`config.mk`:
```
export PLATFORM = sky130hd
export DESIGN_NAME = dhcp_client_deadlock_scan_ctrl
export DESIGN_NICKNAME = d
export VERILOG_FILES = /design/src/rtl/dhcp_client_deadlock_scan_ctrl.sv
export SDC_FILE = /design/constraint.sdc
export NUM_CORES = 1
export LEC_CHECK = 0
export ABC_CLOCK_PERIOD_IN_PS = 3460
export CAP_MARGIN = 20
export CORE_MARGIN = 2
export CORE_UTILIZATION = 45
export DETAILED_ROUTE_END_ITERATION = 12
export GPL_ROUTABILITY_DRIVEN = 0
export GPL_TIMING_DRIVEN = 0
export PLACE_DENSITY = 0.66
export SYNTH_ARGS = -nofsm -noshare
export SYNTH_HDL_FRONTEND = slang
export SYNTH_SLANG_ARGS = --single-unit
```
`constraint.sdc`:
```
create_clock -name clock -period 3.46 [get_ports clock]
set_input_delay 0.692 -clock clock [delete_from_list [all_inputs] [get_ports clock]]
set_output_delay 0.692 -clock clock [all_outputs]
set_load 0.05 [all_outputs]
```
`src/rtl/dhcp_client_deadlock_scan_ctrl.sv`:
```
// ----------------------------------------------------------------------------
// dhcp_client_deadlock_scan_ctrl
//
// Supervises the per-process deadlock monitors of the dhcp_client HLS dataflow
// region. The block-flag inputs are scanned round-robin. A raised flag becomes
// a candidate, and it must stay high for HOLD_CYCLES consecutive samples before
// it is confirmed. A confirmed deadlock is latched as a sticky report. The
// report carries the monitor index and a snapshot of all flags, and it is held
// until software acknowledges it with clear.
//
// Ports
//   clock          in   1        rising-edge clock for all logic
//   reset_n        in   1        synchronous active-low reset
//   enable         in   1        scanning enable; low forces IDLE
//   mon_block      in   NUM_MON  block flags from the per-process monitors
//   clear          in   1        single-cycle acknowledge of a report
//   deadlock       out  1        sticky deadlock report
//   deadlock_idx   out  IDX_W    monitor index that confirmed
//   deadlock_mask  out  NUM_MON  mon_block snapshot on the confirming cycle
//   scan_ptr       out  IDX_W    current scan pointer (debug)
//   event_cnt      out  8        confirmed-deadlock count, saturating at 255
// ----------------------------------------------------------------------------
module dhcp_client_deadlock_scan_ctrl #(
   parameter int NUM_MON     = 4,
   parameter int IDX_W       = 2,
   parameter int HOLD_CYCLES = 16,
   parameter int CNT_W       = 16
) (
   input  logic               clock,
   input  logic               reset_n,
   input  logic               enable,
   input  logic [NUM_MON-1:0] mon_block,
   input  logic               clear,
   output logic               deadlock,
   output logic [IDX_W-1:0]   deadlock_idx,
   output logic [NUM_MON-1:0] deadlock_mask,
   output logic [IDX_W-1:0]   scan_ptr,
   output logic [7:0]         event_cnt
);

   typedef enum logic [1:0] {
      IDLE    = 2'd0,
      SCAN    = 2'd1,
      CONFIRM = 2'd2,
      REPORT  = 2'd3
   } state_t;

   state_t               state, state_nx;
   logic [IDX_W-1:0]     cand, cand_nx;
   logic [IDX_W-1:0]     scan_ptr_nx, idx_nx;
   logic [CNT_W-1:0]     hold_cnt, hold_nx;
   logic                 deadlock_nx;
   logic [NUM_MON-1:0]   mask_nx;
   logic [7:0]           event_nx;

   // Advance a monitor index with an explicit wrap at NUM_MON-1. A plain
   // modulo-2^IDX_W increment would not work when NUM_MON is not a power of two.
   function automatic logic [IDX_W-1:0] wrap_inc(input logic [IDX_W-1:0] p);
      if (p == IDX_W'(NUM_MON - 1))
         return '0;
      else
         return p + IDX_W'(1);
   endfunction

   // Next-state and next-output logic. Every register's next value defaults to
   // its current value, so each branch lists only what changes. enable=0 wins
   // over the state decode and wipes everything except the event counter.
   // A clear is looked at only while already in REPORT. A clear that arrives on
   // the confirming cycle is therefore ignored.
   always_comb begin
      state_nx    = state;
      cand_nx     = cand;
      scan_ptr_nx = scan_ptr;
      hold_nx     = hold_cnt;
      deadlock_nx = deadlock;
      idx_nx      = deadlock_idx;
      mask_nx     = deadlock_mask;
      event_nx    = event_cnt;

      if (!enable) begin
         state_nx    = IDLE;
         cand_nx     = '0;
         scan_ptr_nx = '0;
         hold_nx     = '0;
         deadlock_nx = 1'b0;
         idx_nx      = '0;
         mask_nx     = '0;
      end else begin
         case (state)
            IDLE: begin
               state_nx    = SCAN;
               scan_ptr_nx = '0;
            end
            SCAN: begin
               if (mon_block[scan_ptr]) begin
                  state_nx = CONFIRM;
                  cand_nx  = scan_ptr;
                  hold_nx  = CNT_W'(1);
               end else begin
                  scan_ptr_nx = wrap_inc(scan_ptr);
               end
            end
            CONFIRM: begin
               if (mon_block[cand]) begin
                  if (hold_cnt == CNT_W'(HOLD_CYCLES - 1)) begin
                     state_nx    = REPORT;
                     deadlock_nx = 1'b1;
                     idx_nx      = cand;
                     mask_nx     = mon_block;
                     hold_nx     = '0;
                     event_nx    = (event_cnt == 8'hFF) ? event_cnt : event_cnt + 8'd1;
                  end else begin
                     hold_nx = hold_cnt + CNT_W'(1);
                  end
               end else begin
                  state_nx    = SCAN;
                  scan_ptr_nx = wrap_inc(cand);
                  hold_nx     = '0;
               end
            end
            REPORT: begin
               if (clear) begin
                  state_nx    = SCAN;
                  scan_ptr_nx = wrap_inc(cand);
                  deadlock_nx = 1'b0;
                  idx_nx      = '0;
                  mask_nx     = '0;
               end
            end
            default: begin
               state_nx = IDLE;
            end
         endcase
      end
   end

   // State and output registers. Every output comes straight from a flop.
   // reset_n is sampled on the clock edge and overrides enable and clear.
   always_ff @(posedge clock) begin
      if (!reset_n) begin
         state         <= IDLE;
         cand          <= '0;
         scan_ptr      <= '0;
         hold_cnt      <= '0;
         deadlock      <= 1'b0;
         deadlock_idx  <= '0;
         deadlock_mask <= '0;
         event_cnt     <= '0;
      end else begin
         state         <= state_nx;
         cand          <= cand_nx;
         scan_ptr      <= scan_ptr_nx;
         hold_cnt      <= hold_nx;
         deadlock      <= deadlock_nx;
         deadlock_idx  <= idx_nx;
         deadlock_mask <= mask_nx;
         event_cnt     <= event_nx;
      end
   end

endmodule

```
==> flow_metrics.py <==
metrics = {
    "run_status": {
        "status": "finished clean",
    },
    "logic_synthesis": {
        "synth_edf_count": 0,
        "ys.flop_type": "dfxtp_1",
        "synthCells": 209,
        "synth_top_area_cell": "dfxtp_1",
        "synth_top_cell_area_share_pct": 39.2,
        "async_reset_ff_share_pct": 0,
        "synth_cell_types": 45,
        "synth_nets": 226,
        "ys_seq_area_share_pct": 39.2,
        "synth_area_per_cell_um2": 9.04,
        "ys_ff_latch": 37,
        "synth_area_leaders": "dfxtp_1, ha_1, nor2_1, xnor2_1, xor2_1",
        "syn_area_mm2": 0.00189,
        "ys_warn_count": 0,
    },
    "timing": {
        "finClkSkew_ns": 0.00718,
        "layout_setup_ws_ns": 0.859,
        "holdWs_ns": 0.475,
        "maxSlewViolCount": 0,
        "period_share_pct": 75.2,
        "fmax_mhz": 384,
        "period_needed_ns": 2.60,
        "rsz0062_at_grt": "false",
        "worst_pin_slew_ns": 0.711,
        "max_slew_margin_pct": 52.2,
        "hold_violations": 0,
        "setup_viol": 0,
        "fin_tns_setup_ns": 0,
    },
    "die": {
        "die_h_um": 68.8,
        "dieArea_mm2": 0.00473,
        "start_util_pct": 46.9,
        "die_x_um": 68.8,
        "pin_count": 25,
        "coreArea_mm2": 0.00403,
        "rows": 23,
    },
    "critical_path": {
        "worstPathMaxFanout": 4,
        "max_stage_delay_ns": 0.56,
        "end_kind": "flop",
        "r2r-end": "event_cnt[7]",
        "r2r_cells": 6,
        "worstPathRequired_ns": 3.67,
        "arrival_ns": 2.82,
        "cp-start-kind": "input port",
        "crit_path_cell_trace": "clkdlybuf4s50_1, mux4_1, and2_1, a221oi_1, o211ai_1, a21oi_1",
        "crit_slowest_cell": "mux4_1",
        "path_class": "input port to flop",
        "cp_top_family": "compound AO/OA/AOI/OAI gates",
        "ff2ff_setup_slack_ns": 1.09,
        "r2r_start": "hold_cnt[0]",
        "crit_buf_inv": 1,
    },
    "placed_design": {
        "place_ws_ns": 0.543,
        "placement.cell_area_mm2": 0.00219,
        "dp_hpwl_um": 2830,
        "dp_cells": 283,
        "portBuffers": 24,
    },
    "grt": {
        "antenna_found_initial": 0,
        "grt_pass1_vias": 1481,
        "grt_max_degree": 12,
        "grt_pass1_wl_um": 6480,
        "grt_overflow": 0,
        "grt_usage_pct": 18.4,
    },
    "routing": {
        "routed_wl_um": 3900,
        "wire_per_inst_um": 13.4,
        "drt-pass1-iter-count": 4,
        "dr_total_vias": 1589,
        "post-route-drc-count": 0,
        "via_per_inst": 5.48,
        "drtAntennaViolNets": 0,
        "drtIter0Drc": 57,
    },
    "cts": {
        "path_clk_slew_ns": 0.07,
        "root_buffer": "clkbuf_8",
        "cts.hold.buffers_added": 0,
        "cts_resized": 0,
        "clk_path_buf_depth": 2,
        "htree_num_levels": 2,
        "numCtsBuffers": 5,
        "clock_sinks": 37,
        "post_cts_buffers": 0,
        "cts_tree": "yes",
        "worstSkewPairLatency_ns": 0.29,
    },
    "cells_and_area": {
        "drive_gt1_share_pct": 7.50,
        "area_growth_pct": 21.5,
        "fin_area_mm2": 0.00230,
        "final_common_cell": "dfxtp_1",
        "fin_nets": 257,
        "layoutNonFillerInstCount": 290,
        "final_cell_mix": "dfxtp_1, nor2_1, clkdlybuf4s50_1",
        "num_antenna_cells": 0,
    },
    "hold_path": {
        "holdPathStages": 1,
        "min-delay-start": "deadlock",
        "hold_class": "flop to flop",
        "worst_hold_path.endpoint": "deadlock",
    },
    "power": {
        "irDropWorstVdd_v": 0.000290,
        "power.density_mw_per_mm2": 361,
        "p_leak_nw": 0.776,
    },
    "run": {
        "drv_cap": 0,
    },
}
-- metrics by stage --
stage | util [%] | power, mW
after global routing | 57.0 | 0.867
after floorplan | - | 0.463
after global placement | 54.4 | 0.481
final | 57.0 | 0.828
after detailed placement | 54.4 | 0.481
after CTS | 57.0 | 0.839
-- worst max-delay path by stage --
| stage | startpoint | cells after the start | slack (ns) | endpoint |
|---|---|---|---|---|
| floorplan | mon_block[1] | 5 | 1.29 | state[1] |
| global placement | mon_block[0] | 7 | 0.54 | hold_cnt[14] |
| detailed placement | mon_block[1] | 7 | 0.54 | hold_cnt[14] |
| CTS | mon_block[1] | 7 | 0.85 | hold_cnt[14] |
| global route | mon_block[1] | 7 | 0.65 | hold_cnt[11] |
| finish | mon_block[0] | 6 | 0.86 | state[1] |
-- power by group --
group,switching (mW),internal (mW)
clock,0.147,0.209
combinational,0.0254,0.0174
sequential,0.00176,0.427
total,0.175,0.654
-- cell families (layout without fill, tap and decap cells) --
kind of cell | after synthesis | count (layout) | synth area share [%]
muxes | 7 | 7 | 4.64
DFF | 37 | 37 | 39.2
AOI/OAI and AO/OA | 31 | 31 | 11.4
adders and majority gates | 9 | 9 | 5.96
and+or+nand+nor | 97 | 97 | 28.2
xor gates and xnor gates | 19 | 19 | 8.81
buffers and inverters | 9 | 40 | 1.79
-- synth_stat cells, drive strengths merged (2+ instances only) --
library cell and count:
or3 4, nand3 12, nand2b 4, nand2 14, dfxtp 37, nor4 7, xnor2 10, clkbuf 2
ha 9, xor2 9, inv 7, a21oi 7, and4 3, o21ai 6, a22o 6, nor3 6
nand4 9, and2 2, mux2i 5, nor2 29
-- layout make-up --
class / instances / area, µm²
Sequential cell: 37 / 741
Clock buffer: 5 / 68.8
Multi-Input combinational cell: 163 / 1110
Inverter: 7 / 26.3
Fill cell: 396 / 1730
Timing Repair Buffer: 24 / 240
Tap cell: 50 / 62.6
Buffer: 2 / 7.51
Clock inverter: 2 / 35.0
-- registers in the layout, indices dropped and copies added (netlist names) --
name	cells
cand	2
deadlock	1
deadlock_idx	2
deadlock_mask	4
event_cnt	8
hold_cnt	16
scan_ptr	2
state	2
-- per-layer routing --
layer / vias up / track usage, % / wire length (µm)
met1: 741 / 24.2 / 1880
met3: 7 / 6.49 / 117
li1: 821 / - / -
met4: 0 / 4.41 / 48
met5: - / 0 / 0
met2: 20 / 29.0 / 1850
Power figures use the tool's default switching activity.
